## src/rtl/mux_arbiter_pkg.sv

```systemverilog
// Shared constants, state encoding and helpers for the round-robin mux arbiter.
package mux_arbiter_pkg;

  localparam int NUM_REQ = 8;
  localparam int SEL_W   = 3;
  localparam int CNT_W   = 4;

  typedef enum logic {
    IDLE = 1'b0,
    BUSY = 1'b1
  } state_t;

  function automatic logic [NUM_REQ-1:0] sel_onehot(input logic [SEL_W-1:0] s);
    logic [NUM_REQ-1:0] v;
    v    = '0;
    v[s] = 1'b1;
    return v;
  endfunction

endpackage

```

## src/rtl/muxGL.sv

```systemverilog
// Gate-level 8:1 mux: each data bit is ANDed with its decoded select, then ORed.
module muxGL (
  input  logic [7:0] in,
  input  logic [2:0] sel,
  output logic       y
);

  logic [2:0] sel_n;
  logic [7:0] term;

  not u_inv0 (sel_n[0], sel[0]);
  not u_inv1 (sel_n[1], sel[1]);
  not u_inv2 (sel_n[2], sel[2]);

  generate
    for (genvar gi = 0; gi < 8; gi++) begin : g_term
      localparam logic [2:0] IDX = 3'(gi);
      and u_and (term[gi], in[gi],
                 IDX[0] ? sel[0] : sel_n[0],
                 IDX[1] ? sel[1] : sel_n[1],
                 IDX[2] ? sel[2] : sel_n[2]);
    end
  endgenerate

  or u_or (y, term[0], term[1], term[2], term[3], term[4], term[5], term[6], term[7]);

endmodule

```

## src/rtl/mux_arbiter.sv

```systemverilog
// Round-robin burst-limited arbiter that steers the owner's data bit through an 8:1 mux.
module mux_arbiter
  import mux_arbiter_pkg::*;
#(
  parameter int BURST_LEN = 4
) (
  input  logic               clk,
  input  logic               rst,
  input  logic [NUM_REQ-1:0] req,
  input  logic [NUM_REQ-1:0] in,
  output logic [NUM_REQ-1:0] gnt,
  output logic [SEL_W-1:0]   sel,
  output logic               busy,
  output logic               y,
  output logic               y_valid
);

  localparam logic [CNT_W-1:0] CNT_LAST = CNT_W'(BURST_LEN - 1);

  state_t             state_reg;
  logic [NUM_REQ-1:0] gnt_reg;
  logic [SEL_W-1:0]   sel_reg;
  logic               busy_reg;
  logic [SEL_W-1:0]   ptr_reg;
  logic [CNT_W-1:0]   cnt_reg;

  logic [SEL_W-1:0]   search_ptr;
  logic [SEL_W:0]     pick;
  logic               release_now;

  // Returns {found, index} of the first set request at or above p, wrapping 7->0.
  function automatic logic [SEL_W:0] rr_pick(input logic [NUM_REQ-1:0] r,
                                             input logic [SEL_W-1:0]   p);
    logic [SEL_W:0]   res;
    logic [SEL_W-1:0] idx;
    res = '0;
    for (int i = NUM_REQ - 1; i >= 0; i--) begin
      idx = p + SEL_W'(i);
      if (r[idx]) res = {1'b1, idx};
    end
    return res;
  endfunction

  // On release the search restarts just past the outgoing owner.
  always_comb begin
    search_ptr  = (state_reg == BUSY) ? sel_reg + SEL_W'(1) : ptr_reg;
    pick        = rr_pick(req, search_ptr);
    release_now = (state_reg == BUSY) && (!req[sel_reg] || cnt_reg == CNT_LAST);
  end

  always_ff @(posedge clk) begin
    if (rst) begin
      state_reg <= IDLE;
      gnt_reg   <= '0;
      sel_reg   <= '0;
      busy_reg  <= 1'b0;
      ptr_reg   <= '0;
      cnt_reg   <= '0;
    end else begin
      case (state_reg)
        IDLE: begin
          if (pick[SEL_W]) begin
            state_reg <= BUSY;
            sel_reg   <= pick[SEL_W-1:0];
            gnt_reg   <= sel_onehot(pick[SEL_W-1:0]);
            busy_reg  <= 1'b1;
            cnt_reg   <= '0;
          end
        end
        BUSY: begin
          if (release_now) begin
            ptr_reg <= search_ptr;
            cnt_reg <= '0;
            if (pick[SEL_W]) begin
              sel_reg <= pick[SEL_W-1:0];
              gnt_reg <= sel_onehot(pick[SEL_W-1:0]);
            end else begin
              state_reg <= IDLE;
              gnt_reg   <= '0;
              busy_reg  <= 1'b0;
            end
          end else begin
            cnt_reg <= cnt_reg + CNT_W'(1);
          end
        end
        default: begin
          state_reg <= IDLE;
          gnt_reg   <= '0;
          busy_reg  <= 1'b0;
        end
      endcase
    end
  end

  assign gnt     = gnt_reg;
  assign sel     = sel_reg;
  assign busy    = busy_reg;
  assign y_valid = busy_reg & req[sel_reg];

  muxGL u_mux (
    .in  (in),
    .sel (sel_reg),
    .y   (y)
  );

endmodule

```

## config.mk

```make
export PLATFORM = sky130hd
export DESIGN_NAME = mux_arbiter
export DESIGN_NICKNAME = d
export VERILOG_FILES = /design/src/rtl/mux_arbiter_pkg.sv /design/src/rtl/muxGL.sv /design/src/rtl/mux_arbiter.sv
export SDC_FILE = /design/constraint.sdc
export NUM_CORES = 1
export LEC_CHECK = 0
export ABC_AREA = 1
export BUFFER_PORTS_ARGS = -buffer_cell sky130_fd_sc_hd__buf_2
export CORE_MARGIN = 3
export CORE_UTILIZATION = 45
export CTS_CLUSTER_SIZE = 20
export DETAILED_ROUTE_END_ITERATION = 10
export GPL_TIMING_DRIVEN = 0
export HOLD_SLACK_MARGIN = 0.06
export PLACE_DENSITY = 0.66
export SLEW_MARGIN = 5
export SYNTH_ARGS = -nofsm -noshare
export SYNTH_HDL_FRONTEND = slang
export SYNTH_SLANG_ARGS = --single-unit
```

## constraint.sdc

```tcl
create_clock -name clk -period 4.2 [get_ports clk]
set_input_delay 0.84 -clock clk [delete_from_list [all_inputs] [get_ports clk]]
set_output_delay 0.84 -clock clk [all_outputs]
set_load 0.01 [all_outputs]
```

# [After elaboration in Yosys (flattened, before gate mapping)]
# Index checks and enable logic that the tools add are counted.
# W data, S select, Z words.
[totals] ramBits=0 mem_count=0 input_bits=18 word_cells=97 mem_bits_ro=0 latchBits=0 output_inout_bits=14 register_bits=20
[classes] eq_ne=4 n_mul=0 bitwise=5 n_mux=46 n_div=0 n_shift=0 magnitude_cmp=11 n_reduce_logical=16 addsub=9
[op_table] cell="$lt A3 B4 Y1 const B" count=10
[op_table] cell="$mux W4" count=10
[op_table] cell="$reduce_and A4 Y1" count=8
[op_table] cell="$bmux W1 S3" count=9
[op_table] cell="$mux W8" count=3
[op_table] cell="$pmux W8 S2" count=1
[op_table] cell="$mux W1" count=15
[op_table] cell="$add A3 B3 Y3 const B" count=4
[op_table] cell="$mux W3" count=3
[op_table] cell="$pmux W4 S2" count=1
[op_table] cell="$reduce_or A8 Y1" count=1
[op_table] cell="$add A3 B1 Y3 const B" count=2
[op_table] cell="$add A3 B2 Y3 const B" count=2
[op_table] cell="$pmux W3 S2" count=1
[op_table] cell="$add A4 B1 Y4 const B" count=1
[op_table] cell="$eq A4 B2 Y1 const B" count=1
[op_table] cell="$ne A2 B2 Y1 const B" count=2
[op_table] cell="$not A1 Y1" count=4
[op_table] cell="$pmux W1 S2" count=2
[op_table] cell="$reduce_and A2 Y1" count=2
[op_table] cell="$demux W1 S3" count=1
[op_table] cell="$ge A3 B1 Y1 const B" count=1
[op_table] cell="$reduce_and A3 Y1" count=1
[op_table] cell="$logic_and A1 B1 Y1" count=2
[op_table] cell="4 further kinds" count=4

# [Depth between registers and ports, before layout]
[depth] ltp_word=20 mapped_depth=26 ltp_nobuf=23

# [Modules after synthesis]
# From an unflattened synthesis, not the netlist that was laid out.
[hier_totals] hier_cells=361 area_unflattened_um2=2048.2
[modules_own_cells] module="mux_arbiter" cells_per_inst=323 area_each_um2=1903.1 n_inst=1
[modules_own_cells] module="muxGL" cells_per_inst=38 area_each_um2=145.1 n_inst=1

# [Worst setup path after synthesis]
# OpenSTA, ideal clock, no wires.
[synth_path] path_kind="register -> register" start="register sel_reg[0] (netlist: sel[0])" end="register cnt_reg[3]" arrival_ps=2906 stages_incl_launch_ff=22 t_required_ps=4075 period_less_slack_ps=3031 setup_slack_ps=1169 path_cell_list="dfxtp_1 -> buf_4 -> inv_2 -> buf_2 -> ha_1 -> nand2_1 -> nand2_2 -> buf_6 -> ha_1 -> inv_1 -> nand3_1 -> nand2_1 -> nand2_1 -> nand2_1 -> inv_2 -> nand4_1 -> nor2_4 -> ha_1 -> nor2_1 -> nand3_1 -> xor2_1 -> nor2_1"
[synth_via] elab_chain_cells=14 word_cells_on_any_way=41
[synth_rtl] item="from (decl)" line_no="mux_arbiter.sv:22" source="logic [SEL_W-1:0] sel_reg;"
[synth_rtl] item="from (signal assigned)" line_no="mux_arbiter.sv:64" source="sel_reg <= pick[SEL_W-1:0];"
[synth_rtl] item="from (signal assigned)" line_no="mux_arbiter.sv:75" source="sel_reg <= pick[SEL_W-1:0];"
[synth_rtl] item="$add A3 B1 Y3" line_no="mux_arbiter.sv:46" source="search_ptr = (state_reg == BUSY) ? sel_reg + SEL_W'(1) : ptr_reg;"
[synth_rtl] item="$mux W3" line_no="mux_arbiter.sv:46"
[synth_rtl] item="$add A3 B3 Y3" line_no="mux_arbiter.sv:38" source="idx = p + SEL_W'(i);"
[synth_rtl] item="$bmux W1 S3" line_no="mux_arbiter.sv:39" source="if (r[idx]) res = {1'b1, idx};"
[synth_rtl] item="$mux W1 (not written as such)" line_no="mux_arbiter.sv:39"
[synth_rtl] item="$mux W4 (8 in a row)" line_no="mux_arbiter.sv:39"
[synth_rtl] item="$ne A2 B2 Y1 (no line)"
[synth_rtl] item="to (signal assigned)" line_no="mux_arbiter.sv:83" source="cnt_reg <= cnt_reg + CNT_W'(1);"
[synth_rtl] item="to (decl)" line_no="mux_arbiter.sv:25" source="logic [CNT_W-1:0] cnt_reg;"
# Parallel ways exist; a longest one is shown, timed or not. The select of a mux whose other input is x is not followed.
# A chain may end at the register's enable or synchronous reset.

# [Worst setup path in the final report]
# Same ends and word-level chain as after synthesis.

==> insert_results.sql <==
INSERT INTO impl_metrics (metric_group, metric, value, unit) VALUES
('run_status', 'outcome', 'finished clean', ''),
('setup_path', 'timing.critical_path.fanout_max', '10', ''),
('sta', 'timing.max_slew.rel_slack', '0.630', ''),
('logic_synthesis', 'postSynthAreaPerCell', '5.89', 'sq um'),
('setup_path', 'timing.critical_path.cells', 'buf_4 -> inv_2 -> buf_2 -> ha_1 -> nand2_1 -> nand2_2 -> buf_6 -> ha_1 -> inv_1 -> nand3_1 -> nand2_1 -> nand2_1 -> nand2_1 -> inv_2 -> nand4_1 -> nor2_4 -> ha_1 -> nor2_1 -> nand3_1 -> xor2_1 -> nor2_1', ''),
('floorplanning', 'design.core.area', '0.00414', 'sq mm'),
('finish', 'synthToLayoutAreaGrowth', '13.0', '%'),
('sta', 'fmax', '0.288', 'GHz'),
('global_route', 'grt_overflow', '0', ''),
('logic_synthesis', 'sequential_fraction_of_the_synthesis_area', '0.200', ''),
('setup_path', 'slowest_delay', '0.36', 'ns'),
('floorplanning', 'core.rowCount', '23', ''),
('cts', 'cts_tree', 'built', ''),
('logic_synthesis', 'post_synth_instance_area', '0.00200', 'sq mm'),
('cts', 'number_of_buffers_on_the_longest_clock_path', '2', ''),
('power_and_ir_drop', 'p_int', '0.814', 'mW'),
('cts', 'cts_hold_buffers', '0', ''),
('sta', 'finalHoldViolations', '0', ''),
('sta', 'skew', '0.00299', 'ns'),
('drt', 'drt_drc_violations_left', '0', ''),
('drt', 'via_count', '2089', ''),
('setup_path', 'timing.critical_path.arrival', '3.60', 'ns'),
('logic_synthesis', 'synth_fp_nets', '362', ''),
('cts', 'cts_post_setup_buffers_inserted', '0', ''),
('cts', 'clkSinkCount', '20', ''),
('hold_path', 'worst_hold_path.num_cells', '2', ''),
('place', 'dpl.hpwl', '3910', 'um'),
('hold_path', 'hold_path.class', 'register to register', ''),
('finish', 'num-nets-final', '398', ''),
('drt', 'vias_per_cell', '4.94', ''),
('sta', 'fin_crit', '3.47', 'ns'),
('sta', 'slew_violations', '0', ''),
('global_route', 'groute.usage.overall', '0.189', ''),
('setup_path', 'worst-setup-path-type', 'register to register', ''),
('finish', 'layout-drive-gt1-share', '0.231', ''),
('setup_path', 'worst_path_dominant_cell_family', 'simple AND/OR/NAND/NOR gates', ''),
('drt', 'firstDrtPassIters', '4', ''),
('finish', 'largest_register_ff_count', '8', ''),
('sta', 'max_slew.worst_pin.slew', '0.555', 'ns'),
('global_route', 'wire_length_of_the_first_global_routing_pass', '8260', 'um'),
('logic_synthesis', 'yosys_warnings', '0', ''),
('power_and_ir_drop', 'power_switching', '1.07', 'mW'),
('cts', 'h_tree_level_count', '1', ''),
('hold_path', 'whs_endpoint', 'gnt[5]', ''),
('setup_path', 'setup.reg_to_reg.worst_slack', '0.73', 'ns'),
('sta', 'setup-tns-final', '0', 'ns'),
('logic_synthesis', 'netlist_instances', '339', ''),
('power_and_ir_drop', 'swShare', '0.568', ''),
('power_and_ir_drop', 'max_ir_drop_vdd', '0.475', 'mV'),
('drt', 'avgRoutedWirePerCell', '11.1', 'um'),
('setup_path', 'critical_path.reg2reg.endpoint', 'cnt_reg[3]', ''),
('logic_synthesis', 'netlist-cell-type-count', '37', ''),
('sta', 'hold_ws', '0.472', 'ns'),
('setup_path', 'reg2regPathDepth', '21', ''),
('drt', '1st_iter_drt_viols', '83', ''),
('setup_path', 'crit_slowest_cell', 'sky130_fd_sc_hd__ha_1', ''),
('power_and_ir_drop', 'static-leakage-power', '1.22', 'nW'),
('place', 'gpl.final_weighted_congestion', '0.894', ''),
('drt', 'routed_wl', '4690', 'um'),
('floorplanning', 'fp.dieW', '72.6', 'um'),
('finish', 'final_cell_mix', '133 x sky130_fd_sc_hd__nand2_1, 32 x sky130_fd_sc_hd__buf_2, 30 x sky130_fd_sc_hd__inv_1', ''),
('cts', 'clkTransAtPathRegs', '0.07', 'ns'),
('hold_path', 'worstHoldStart', 'gnt[5]', ''),
('setup_path', 'critical-path-top-cell-by-count', 'sky130_fd_sc_hd__nand2_1', ''),
('setup_path', 'rr_startpoint', 'sel[0]', ''),
('floorplanning', 'i_o_pin_total', '32', ''),
('cts', 'clk_latency_worst_skew_pair', '0.25', 'ns'),
('setup_path', 'timing.critical_path.from_type', 'register', ''),
('floorplanning', 'floorplan.initialDensity', '0.482', ''),
('cts', 'count_of_cells_resized_by_post_cts_repair', '0', ''),
('sta', 'grt_setup_unrepaired', 'no', '');
[metal layers]
metal	GRT usage	up-vias	wire length, um
li1	-	1146	-
met1	0.256	911	2330
met2	0.327	28	2200
met3	0.00964	4	125
met4	0.0471	0	36
met5	0	-	0
[kinds of logic after synthesis]
group | share of synthesized area
adders and majority gates | 0.0313
DFF | 0.200
buffers and inverters | 0.116
and+or+nand+nor | 0.518
xor gates and xnor gates | 0.00877
AOI/OAI and AO/OA | 0.125
[worst min-delay path: stages (launching register included)]
cell and delay (ns):
sky130_fd_sc_hd__dfxtp_1 0.31, sky130_fd_sc_hd__nand2_1 0.07, sky130_fd_sc_hd__a21oi_2 0.05
[final cells by class]
class	count	area [sq um]
buffer	7	61.3
sequential	20	400
inverter	41	171
tap	50	62.6
timing repair buffer	31	155
clock buffer	3	41.3
fill	429	1890
multi-input combinational	271	1370
[worst max-delay path by stage]
| stage | from | to | slack (ns) | depth (start not counted) |
|---|---|---|---|---|
| after floorplan | sel[0] | cnt_reg[3] | 1.17 | 21 |
| after CTS | sel[0] | cnt_reg[3] | 0.70 | 21 |
| final | sel[0] | cnt_reg[3] | 0.73 | 21 |
| after detailed placement | sel[0] | cnt_reg[3] | 0.73 | 21 |
| after global placement | sel[0] | cnt_reg[3] | 0.73 | 21 |
| after global routing | sel[0] | cnt_reg[3] | 0.45 | 21 |
[Yosys cell counts]
library cell,number,share of area
sky130_fd_sc_hd__inv_8,1,0.0056
sky130_fd_sc_hd__nand2_4,5,0.028
sky130_fd_sc_hd__nand2_8,1,0.010
sky130_fd_sc_hd__clkinv_4,1,0.0044
sky130_fd_sc_hd__nand4_1,3,0.0094
sky130_fd_sc_hd__buf_6,4,0.023
sky130_fd_sc_hd__nand2_2,13,0.041
sky130_fd_sc_hd__nor2_2,3,0.0094
sky130_fd_sc_hd__o21ai_0,14,0.035
sky130_fd_sc_hd__o21ai_2,1,0.0044
sky130_fd_sc_hd__nand4_2,2,0.013
sky130_fd_sc_hd__dfxtp_1,20,0.20
sky130_fd_sc_hd__o2111ai_1,1,0.0044
sky130_fd_sc_hd__nand3_1,29,0.073
sky130_fd_sc_hd__and2_1,2,0.0063
sky130_fd_sc_hd__nor3_1,1,0.0025
sky130_fd_sc_hd__inv_6,1,0.0044
sky130_fd_sc_hd__a31oi_1,1,0.0031
sky130_fd_sc_hd__nor2_8,1,0.010
sky130_fd_sc_hd__buf_4,1,0.0038
sky130_fd_sc_hd__a21oi_1,14,0.035
sky130_fd_sc_hd__inv_1,30,0.056
sky130_fd_sc_hd__o21a_1,2,0.0075
sky130_fd_sc_hd__nand3_2,1,0.0050
sky130_fd_sc_hd__a211oi_1,1,0.0038
sky130_fd_sc_hd__buf_2,1,0.0025
sky130_fd_sc_hd__o22ai_1,1,0.0031
sky130_fd_sc_hd__a21oi_2,6,0.026
sky130_fd_sc_hd__xor2_1,2,0.0088
sky130_fd_sc_hd__nor2_1,25,0.047
sky130_fd_sc_hd__o21ai_1,1,0.0025
sky130_fd_sc_hd__inv_2,8,0.015
sky130_fd_sc_hd__nand2_1,133,0.25
sky130_fd_sc_hd__and3_1,1,0.0031
sky130_fd_sc_hd__clkbuf_1,1,0.0019
sky130_fd_sc_hd__nor2_4,2,0.011
sky130_fd_sc_hd__ha_1,5,0.031
[metrics by stage]
step | setup WS [ns] | area (sq um) | instances | utilization
2_1_floorplan | 1.17 | 2000 | 339 | -
3_3_place_gp | 0.728 | 2220 | 420 | 0.535
3_5_place_dp | 0.726 | 2220 | 420 | 0.535
4_1_cts | 0.701 | 2260 | 423 | 0.545
5_1_grt | 0.452 | 2260 | 423 | 0.545
6_report | 0.728 | 2260 | 423 | 0.545
[power groups by stage]
stage                     combinational, mW  sequential (mW)  clock, mW
after global routing                   1.70            0.292      0.134
after detailed placement               1.48            0.288          0
after CTS                              1.49            0.284      0.126
after global placement                 1.48            0.286          0
final                                  1.48            0.283      0.121
after floorplan                        1.17            0.304          0
Note: power is estimated with default switching activity, not from simulation.
